### src/rtl/fetch_stage_pkg.sv
// fetch_stage_pkg: shared widths, constants and the fetch-entry type
package fetch_stage_pkg;
  localparam int XLEN = 32;
  localparam logic [XLEN-1:0] NOP_INSTR = 32'h0000_0013;
  localparam logic [XLEN-1:0] DEFAULT_RESET_PC = 32'h0000_0000;
  typedef struct packed {
    logic [XLEN-1:0] pc;
    logic [XLEN-1:0] instr;
  } fetch_entry_t;
endpackage

### src/rtl/fetch_fifo.sv
// fetch_fifo: two-entry in-order buffer of fetched {pc, instr} pairs
module fetch_fifo import fetch_stage_pkg::*; (
  input  logic         clk,
  input  logic         rst_n,
  input  logic         push,
  input  logic         pop,
  input  logic         flush,
  input  fetch_entry_t din,
  output logic [1:0]   count,
  output fetch_entry_t head
);
  fetch_entry_t mem [2];
  logic hp, tp;
  always_ff @(posedge clk)
    if (!rst_n || flush) begin
      count <= '0;
      hp <= 1'b0;
      tp <= 1'b0;
    end else begin
      if (push) begin
        mem[tp] <= din;
        tp <= ~tp;
      end
      if (pop) hp <= ~hp;
      count <= count + {1'b0, push} - {1'b0, pop};
    end
  assign head = mem[hp];
endmodule

### src/rtl/fetch_stage.sv
// fetch_stage: sequential PC fetch into a two-entry buffer with redirect and decode handshake
module fetch_stage import fetch_stage_pkg::*; #(
  parameter logic [XLEN-1:0] RESET_PC = DEFAULT_RESET_PC,
  parameter int DEPTH = 2
) (
  input  logic            clk,
  input  logic            rst_n,
  output logic [XLEN-1:0] imem_addr,
  input  logic [XLEN-1:0] imem_data,
  input  logic            redirect_valid,
  input  logic [XLEN-1:0] redirect_pc,
  input  logic            dec_ready,
  output logic            dec_valid,
  output logic [XLEN-1:0] dec_instr,
  output logic [XLEN-1:0] dec_pc
);
  logic [XLEN-1:0] pc_q;
  logic [1:0] count;
  logic deq, enq, has;
  fetch_entry_t head;
  assign has = count != 2'd0;
  assign deq = has && dec_ready && !redirect_valid;
  assign enq = !redirect_valid && (count != 2'(DEPTH) || deq);
  assign imem_addr = pc_q;
  assign dec_valid = has && !redirect_valid;
  assign dec_instr = has ? head.instr : NOP_INSTR;
  assign dec_pc = has ? head.pc : '0;
  always_ff @(posedge clk)
    if (!rst_n) pc_q <= RESET_PC;
    else if (redirect_valid) pc_q <= redirect_pc & ~32'h3;
    else if (enq) pc_q <= pc_q + 32'd4;
  fetch_fifo u_fifo (
    .clk   (clk),
    .rst_n (rst_n),
    .push  (enq),
    .pop   (deq),
    .flush (redirect_valid),
    .din   ('{pc: pc_q, instr: imem_data}),
    .count (count),
    .head  (head)
  );
endmodule

### config.mk
export PLATFORM = sky130hd
export DESIGN_NAME = fetch_stage
export DESIGN_NICKNAME = d
export VERILOG_FILES = /design/src/rtl/fetch_stage_pkg.sv /design/src/rtl/fetch_fifo.sv /design/src/rtl/fetch_stage.sv
export SDC_FILE = /design/constraint.sdc
export NUM_CORES = 1
export LEC_CHECK = 0
export CAP_MARGIN = 20
export CORE_AREA = 5 5 123 125
export CTS_BUF_LIST = sky130_fd_sc_hd__clkbuf_8
export CTS_CLUSTER_DIAMETER = 150
export DETAILED_ROUTE_END_ITERATION = 6
export DIE_AREA = 0 0 128 130
export PLACE_DENSITY = 0.76
export REMOVE_ABC_BUFFERS = 1
export SYNTH_ARGS = -nofsm -noshare
export SYNTH_HDL_FRONTEND = slang
export SYNTH_SLANG_ARGS = --single-unit
### constraint.sdc
create_clock -name clk -period 6.6 [get_ports clk]
set_input_delay 1.32 -clock clk [delete_from_list [all_inputs] [get_ports clk]]
set_output_delay 1.32 -clock clk [all_outputs]
set_load 0.05 [all_outputs]
; ---- Word-level counts from Yosys, hierarchy flattened
; Memory sizes are Yosys's and may differ from the RTL's. A register that Yosys moved wholly into a read port is not among the register bits.
; Index checks and enable logic that the tools add are counted.
[totals]
reg_bits = 36
n_memories = 1
mem_bits_rw = 128
output_inout_bits = 97
inputBits = 68
elab_cells = 33
[memory_table]
columns = name, depth, width, rd, rd_clocked_by_memory_dff, write_ports, line
row1 = u_fifo.mem, 2, 64, 1, 1, 1, fetch_fifo.sv:12  ; fetch_entry_t mem [2];
[op_classes]
n_reduce_logical = 11
n_mux = 9
n_bitwise = 3
add_sub_neg = 3
eq_ne = 1
[op_table]
columns = op, n
row1 = $mux 32, 4
row2 = $add 32x3->32 const B, 1
row3 = $mux 1, 5
row4 = $logic_and 1x1->1, 4
row5 = $reduce_bool 2->1, 2
row6 = $not 1->1, 3
row7 = $add 2x1->2, 1
row8 = $logic_not 1->1, 2
row9 = $logic_or 1x1->1, 2
row10 = $ne 2x2->1 const B, 1
row11 = $reduce_or 2->1, 1
row12 = $sub 2x1->2, 1

; ---- Longest topological paths before layout
; Gate-level depths: netlist of run 1.
[logic_depth]
depth_word = 8
depth_mapped = 8
ltp_nobuf = 7

; ---- Modules after synthesis
; From an unflattened synthesis of run 1, not the netlist that was laid out.
[hier_totals]
cells_unflattened = 517
hier_area_um2 = 7382.1
[modules_own_cells]
columns = module, cells_per_inst, area_per_inst_um2, seq_area_each_um2, instances
row1 = fetch_fifo, 221, 5136.2, 3943.8, 1
row2 = fetch_stage, 296, 2245.9, 600.6, 1

; ---- Worst setup path after synthesis of run 1
; No wires, ideal clock.
[synth_timing]
kind = input -> register
start = input redirect_valid
end = memory u_fifo.mem[0][0] in the netlist's numbering, enable pin
setup_time_ns = 0.490
t_arrival_ns = 4.959
setup_slack_ns = 1.152
path_stages = 5
cell_sequence = buf_2 -> nand2b_1 -> clkbuf_1 -> a21oi_1 -> nor2b_1
[synth_between]
elab_chain_cells = 7
elab_cells_between_ends = 8
cone_classes = 3 x mux / 5 x reduce/logical
[synth_lines]
columns = item, line
row1 = "start, declared", fetch_stage.sv:10  ; input logic redirect_valid,
row2 = $logic_not 1->1, "fetch_stage.sv:22, fetch_stage.sv:23"
row3 = $logic_and 1x1->1, fetch_stage.sv:22  ; assign deq = has && dec_ready && !redirect_valid;
row4 = $logic_or 1x1->1, fetch_stage.sv:23  ; assign enq = !redirect_valid && (count != 2'(DEPTH) || deq);
row5 = $logic_and 1x1->1, fetch_stage.sv:23
row6 = $mux 1, fetch_fifo.sv:20  ; if (push) begin
row7 = $mux 1 (*), fetch_fifo.sv:15  ; if (!rst_n || flush) begin
row8 = $mux 1 (implied by the code) (*), fetch_fifo.sv:21  ; mem[tp] <= din;
row9 = "end, declared", fetch_fifo.sv:12
; Mark *: on every way between the ends. The rest lies on a longest branch, timed or not.

; ---- Final worst setup path of run 1
[layout_timing]
start = input redirect_valid
end = output dec_valid
[layout_between]
elab_chain_cells = 2
[layout_lines]
columns = item, line
row1 = $logic_not 1->1, fetch_stage.sv:25  ; assign dec_valid = has && !redirect_valid;
row2 = $logic_and 1x1->1, fetch_stage.sv:25
row3 = "end, declared", fetch_stage.sv:13  ; output logic dec_valid,
; Every way passes these cells.

==> key figures, run 1 <==
GRT
  – Initial antenna violation count: 0
  – Met1 usage: 24.9%
  – Total track usage: 19.1%
  – Routing usage on met3: 4.58%
  – Global route total overflow: 0
  – Largest net degree at the start of global routing: 63
  – Global Route met2 Usage: 31.7%
  – Vias in the first global route: 4799
  – First-pass GRT wire length: 24.9 mm
  – Most used routing layer: met2

Floorplanning
  – Chip width: 128 um
  – Die H: 130 um
  – Die ar.: 0.0166 mm2
  – Effective utilization at floorplan: 49.1%
  – Core Box Area: 0.0138 mm2
  – Boundary pin count: 165
  – Site Rows: 43

Routing
  – Iter 0 DRT Violations: 289
  – Via/cell ratio: 5.54
  – Final WL: 15.6 mm
  – WL/cell: 18.0 um
  – Vias: 4809
  – # DRC: 0
  – DR pass1 iterations: 5
  – Final ANT Viol Nets: 0

Placed design
  – Placed Cells: 836
  – Dpl hpwl: 10.3 mm
  – Routability cong.: 0.871
  – I/O Buffers: 158

Timing
  – Clk_skew: 0.00997 ns
  – Final min period: 4.50 ns
  – Slew @ Worst Pin: 1.12 ns
  – Final period utilization: 68.2%
  – Rel. slew slack: 25.5%
  – # setup viols final: 0
  – RSZ-0062 raised after global routing: no
  – Max Freq: 0.222 GHz
  – Setup TNS: 0 ns
  – Endpoints failing hold: 0
  – Final Slew Violations: 0

Critical path
  – End of the worst register-to-register path: u_fifo.mem[0][62]
  – CP Launch Type: input port
  – Critical Path RT: 5.28 ns
  – CP Class: input port to output port
  – CP max-delay cell: clkdlybuf4s50_1
  – Critical path destination: dec_valid
  – CP arrival: 3.18 ns
  – Slowest stage delay, CP: 0.83 ns
  – Critical path endpoint category: output port
  – Critical path launch point: redirect_valid
  – Max FO, Critical Path: 19
  – Cell Chain, Critical Path: clkdlybuf4s50_1 -> nor2_1 -> clkdlybuf4s50_1
  – Worst r2r src: u_fifo.count[0]
  – Reg2Reg Depth: 4
  – FF-to-FF setup slack: 3.83 ns
  – CP most frequent cell: clkdlybuf4s50_1

Synthesis
  – Ys Warns: 0
  – Post-Syn Area: 0.00676 mm2
  – Sequential cell area fraction in the yosys report: 65.4%
  – Async SR Flop Fraction: 0%
  – Cells after Synth: 526
  – Synth Flop Type: edfxtp_1
  – Synth Area per Inst: 12.9 um2
  – Unique masters post-synth: 49
  – Number of synthesized flops with an enable pin: 124
  – FF+latch count, synth: 159

Clock network
  – Clk sinks: 159
  – CTS tree: done
  – TritonCTS buffer count: 17
  – Cts repair resizes: 0
  – Post-CTS setup buffers: 0
  – Clock Pin Slew Worst Setup and Hold Paths: 0.08 ns
  – CTS root buf: clkbuf_8
  – # H-tree levels: 4
  – Hold Buf Count CTS: 0
  – CTS Buffer Depth: 2
  – Clk Latency, worst-skew pair: 0.45 ns

Run status
  – Status: complete, no violations

Cells and area
  – Finished Layout Cells: 868
  – Most frequent cells in the layout: clkdlybuf4s50_1, edfxtp_1, nor2_1
  – Share of layout cells above drive strength 1: 6.10%
  – Most common cell after layout, fill and taps aside: clkdlybuf4s50_1
  – Layout net count: 745
  – Antenna cells: 0
  – Area grow syn2layout: 30.9%

Hold path
  – Worst hold path class: register to register
  – Hold Path Depth: 2

Power and ir drop
  – Pwr dens: 256 mW/mm2
  – Maximum VDD drop: 175 uV
  – Leakage: 2.83 nW

Job
  – Max-cap violations: 0
area by class of cell:
class	count	area (um2)
Fill cell	1095	4920
Clock buffer	18	248
Multi-Input combinational cell	326	2180
Sequential cell	159	4430
Timing Repair Buffer	163	1630
Tap cell	180	225
Inverter	8	30.0
Clock inverter	14	115
flip-flops by register name, summed over array words and instances, names as in the netlist, named ones only:
name and count:
u_fifo.tp 1, u_fifo.count 2, u_fifo.hp 1, imem_addr 30
u_fifo.mem 124
critical path: cells and delay by family:
family                 cells  cell delay (ns)
and+or+nand+nor            1             0.26
buffers and inverters      2             1.59
report_power, final:
| group | total (mW) | switching [mW] | internal [mW] |
|---|---|---|---|
| sequential | 1.17 | 0.0446 | 1.13 |
| combinational | 0.436 | 0.281 | 0.156 |
| clock | 0.656 | 0.323 | 0.334 |
metal layers:
layer | share of wire (%) | up-vias | wire length [um]
met5 | 0 | - | 0
met4 | 1.0 | 0 | 159
met3 | 7.7 | 14 | 1190
met2 | 48 | 196 | 7550
met1 | 43 | 2313 | 6680
li1 | - | 2286 | -
stage by stage:
stage | util [%] | hold slack, ns | instance area [um2] | total power [mW] | setup slack (ns)
after floorplan | - | 0.472 | 6610 | 1.45 | 1.35
after global placement | 61.7 | 0.482 | 8490 | 1.63 | 2.09
after detailed placement | 61.7 | 0.502 | 8490 | 1.63 | 1.90
after CTS | 64.3 | 0.521 | 8850 | 2.29 | 2.10
after global routing | 64.3 | 0.553 | 8850 | 2.36 | 1.97
final | 64.3 | 0.515 | 8850 | 2.27 | 2.10
cell usage after synthesis, types with 10 or more instances:
cell	count	share of area [%]
a21oi_1	10	0.74
a31oi_1	11	1.0
clkbuf_1	26	1.4
dfxtp_1	35	10
edfxtp_1	124	55
mux2i_1	62	9.2
nand2_1	14	0.78
nand3_1	15	1.1
nor2_1	73	4.1
o21ai_0	29	2.1
o31ai_1	10	1.1
or4_1	13	1.4
cell families (layout without fill, tap and decap cells):
group	after synthesis	count (layout)	share of synthesized area, %
AOI/OAI and AO/OA	90	90	8.77
and+or+nand+nor	153	153	11.4
buffers and inverters	44	203	2.81
other	1	4	0.0555
DFF	159	159	65.4
xor gates and xnor gates	14	14	1.81
muxes	63	63	9.34
adders and majority gates	2	2	0.370
worst min path at each step:
| stage | start | to | slack [ns] |
|---|---|---|---|
| 2_1_floorplan | u_fifo.hp | register | 0.47 |
| 3_3_place_gp | u_fifo.hp | register | 0.48 |
| 3_5_place_dp | u_fifo.hp | register | 0.50 |
| 4_1_cts | u_fifo.hp | register | 0.52 |
| 5_1_grt | imem_addr[26] | u_fifo.mem[0][58] | 0.55 |
| 6_report | u_fifo.hp | register | 0.52 |
(Power assumes the default switching activity.)
==> run 2: changes to the inputs <==
--- a/config.mk
+++ b/config.mk
@@ -6,12 +6,12 @@
 export NUM_CORES = 1
 export LEC_CHECK = 0
 export CAP_MARGIN = 20
-export CORE_AREA = 5 5 123 125
+export CORE_AREA = 5 5 128 130
 export CTS_BUF_LIST = sky130_fd_sc_hd__clkbuf_8
 export CTS_CLUSTER_DIAMETER = 150
 export DETAILED_ROUTE_END_ITERATION = 6
-export DIE_AREA = 0 0 128 130
-export PLACE_DENSITY = 0.76
+export DIE_AREA = 0 0 133 135
+export PLACE_DENSITY = 0.74
 export REMOVE_ABC_BUFFERS = 1
 export SYNTH_ARGS = -nofsm -noshare
 export SYNTH_HDL_FRONTEND = slang
==> constraint.sdc (replaced) <==
create_clock -name clk -period 3.9 [get_ports clk]
set_input_delay 0.78 -clock clk [delete_from_list [all_inputs] [get_ports clk]]
set_output_delay 0.78 -clock clk [all_outputs]
set_load 0.05 [all_outputs]
==> key figures, run 2 (synthesized netlist as in run 1, its figures left out) <==
Run status
  – Status: complete, no violations

Routing
  – # DRC: 0 (unchanged)
  – Iter 0 DRT Violations: 267 (-7.6%)
  – WL/cell: 18.4 um (+2.3%)
  – Final ANT Viol Nets: 0 (unchanged)
  – Final WL: 16.2 mm (+3.7%)
  – Via/cell ratio: 5.49 (-0.93%)
  – Vias: 4830 (+0.44%)
  – DR pass1 iterations: 5 (unchanged)

Power and ir drop
  – Leakage: 2.88 nW (+2.0%)
  – Pwr dens: 457 mW/mm2 (+79%)
  – Maximum VDD drop: 179 uV (+2.3%)

Timing
  – Rel. slew slack: 49.3% (+24 points)
  – Endpoints failing hold: 0 (unchanged)
  – # setup viols final: 0 (unchanged)
  – Max Freq: 0.295 GHz
  – Slew @ Worst Pin: 0.759 ns (-0.359 ns)
  – RSZ-0062 raised after global routing: no
  – Final period utilization: 86.8%
  – Final Slew Violations: 0 (unchanged)
  – Final min period: 3.38 ns
  – Post-route setup slack: 0.515 ns (-1.58 ns)
  – Clk_skew: 0.00858 ns (-0.00138 ns)

Floorplanning
  – Core Box Area: 0.0150 mm2 (+9.1%)
  – Boundary pin count: 165 (unchanged)
  – Effective utilization at floorplan: 45.0% (-4.1 points)
  – Site Rows: 45 (+4.7%)
  – Die ar.: 0.0180 mm2 (+7.9%)
  – Chip width: 133 um (+3.9%)
  – Die H: 135 um (+3.8%)

GRT
  – Global route total overflow: 0 (unchanged)
  – Initial antenna violation count: 0 (unchanged)
  – Largest net degree at the start of global routing: 46 (-27%)
  – Total track usage: 18.3% (-0.79 points)
  – First-pass GRT wire length: 25.8 mm (+3.8%)
  – Vias in the first global route: 4890 (+1.9%)

Job
  – Max-cap violations: 0 (unchanged)

Clock network
  – CTS tree: done
  – Cts repair resizes: 0 (unchanged)
  – Clock Pin Slew Worst Setup and Hold Paths: 0.08 ns (about the same)
  – Hold Buf Count CTS: 0 (unchanged)
  – Post-CTS setup buffers: 0 (unchanged)
  – # H-tree levels: 4 (unchanged)
  – Clk Latency, worst-skew pair: 0.44 ns (about the same)
  – Clk sinks: 159 (unchanged)
  – CTS root buf: clkbuf_8
  – TritonCTS buffer count: 17 (unchanged)
  – CTS Buffer Depth: 2 (unchanged)

Placed design
  – Post-DP Area: 0.00856 mm2 (+0.84%)
  – Pre-CTS setup slack: 0.647 ns (-1.25 ns)
  – I/O Buffers: 158 (unchanged)
  – Routability cong.: 0.764 (-12%)
  – Dpl hpwl: 11.1 mm (+7.4%)

Cells and area
  – # fillers: 1213 (+11%)
  – Multi-input gate area: 0.00218 mm2 (about the same)
  – FF/Latch Area: 0.00443 mm2 (unchanged)
  – Post-route design area: 0.00902 mm2 (+1.9%)
  – Area grow syn2layout: 33.4%
  – Antenna cells: 0 (unchanged)
  – Fin util: 60.0% (-4.3 points)
  – Share of layout cells above drive strength 1: 7.37% (+1.3 points)
  – Biggest register: u_fifo.mem
  – Most common cell after layout, fill and taps aside: clkdlybuf4s50_1
  – Max FFs per register: 124 (unchanged)
  – Most frequent cells in the layout: clkdlybuf4s50_1, edfxtp_1, nor2_1
  – Layout net count: 750 (+0.67%)

Critical path
  – CP Class: register to output port
  – CP Launch Type: register
  – CP arrival: 2.60 ns (-0.58 ns)
  – Worst r2r src: u_fifo.count[1]
  – Critical Path RT: 3.12 ns (-2.16 ns)
  – Critical path endpoint category: output port
  – Max FO, Critical Path: 33 (+14)

Hold path
  – HP Start: u_fifo.hp
  – Worst hold path class: register to register
run 2: final timing paths:
kind | end | slack [ns] | cells after the start
max | dec_pc[11] | 0.52 | 4
min | register | 0.53 | 2
max reg2reg | u_fifo.mem[0][16] | 1.51 | 4
min reg2reg | register | 0.53 | 2
run 2: stage by stage:
| step | hold WS (ns) | cells | setup TNS, ns | power [mW] |
|---|---|---|---|---|
| final | 0.532 | 880 | 0 | 4.12 |
| after global routing | 0.568 | 880 | 0 | 4.28 |
| after CTS | 0.525 | 880 | 0 | 4.16 |
| after detailed placement | 0.503 | 849 | 0 | 2.78 |
| after global placement | 0.489 | 849 | 0 | 2.76 |
| after floorplan | 0.472 | 493 | -52.52 | 2.46 |
run 2: area by class of cell:
cell class,instances,area share [%]
sequential,159,49.1
multi-input combinational,326,24.1
timing repair buffer,168,18.8
tap,188,2.61
clock buffer,17,2.59
clock inverter,14,2.47
inverter,8,0.333
run 2: report_power, final:
part / switching [mW] / internal, mW
sequential: 0.0714 / 1.91
combinational: 0.484 / 0.269
clock: 0.576 / 0.813
total: 1.13 / 2.99
run 2: per-layer routing:
layer | part of all wire [%] | global-route usage (%) | up-vias | wire length [um]
li1 | - | - | 2296 | -
met1 | 44 | 23.4 | 2335 | 7050
met2 | 49 | 30.0 | 173 | 7860
met3 | 6.1 | 5.18 | 26 | 985
met4 | 1.7 | 6.70 | 0 | 269
met5 | 0 | 0 | - | 0
run 2: critical path, cell delays in order, from the launching register on:
cell and delay, ns:
dfxtp_4 0.71, buf_12 0.31, mux2i_1 0.14, nor2_1 0.12
clkdlybuf4s50_1 0.82
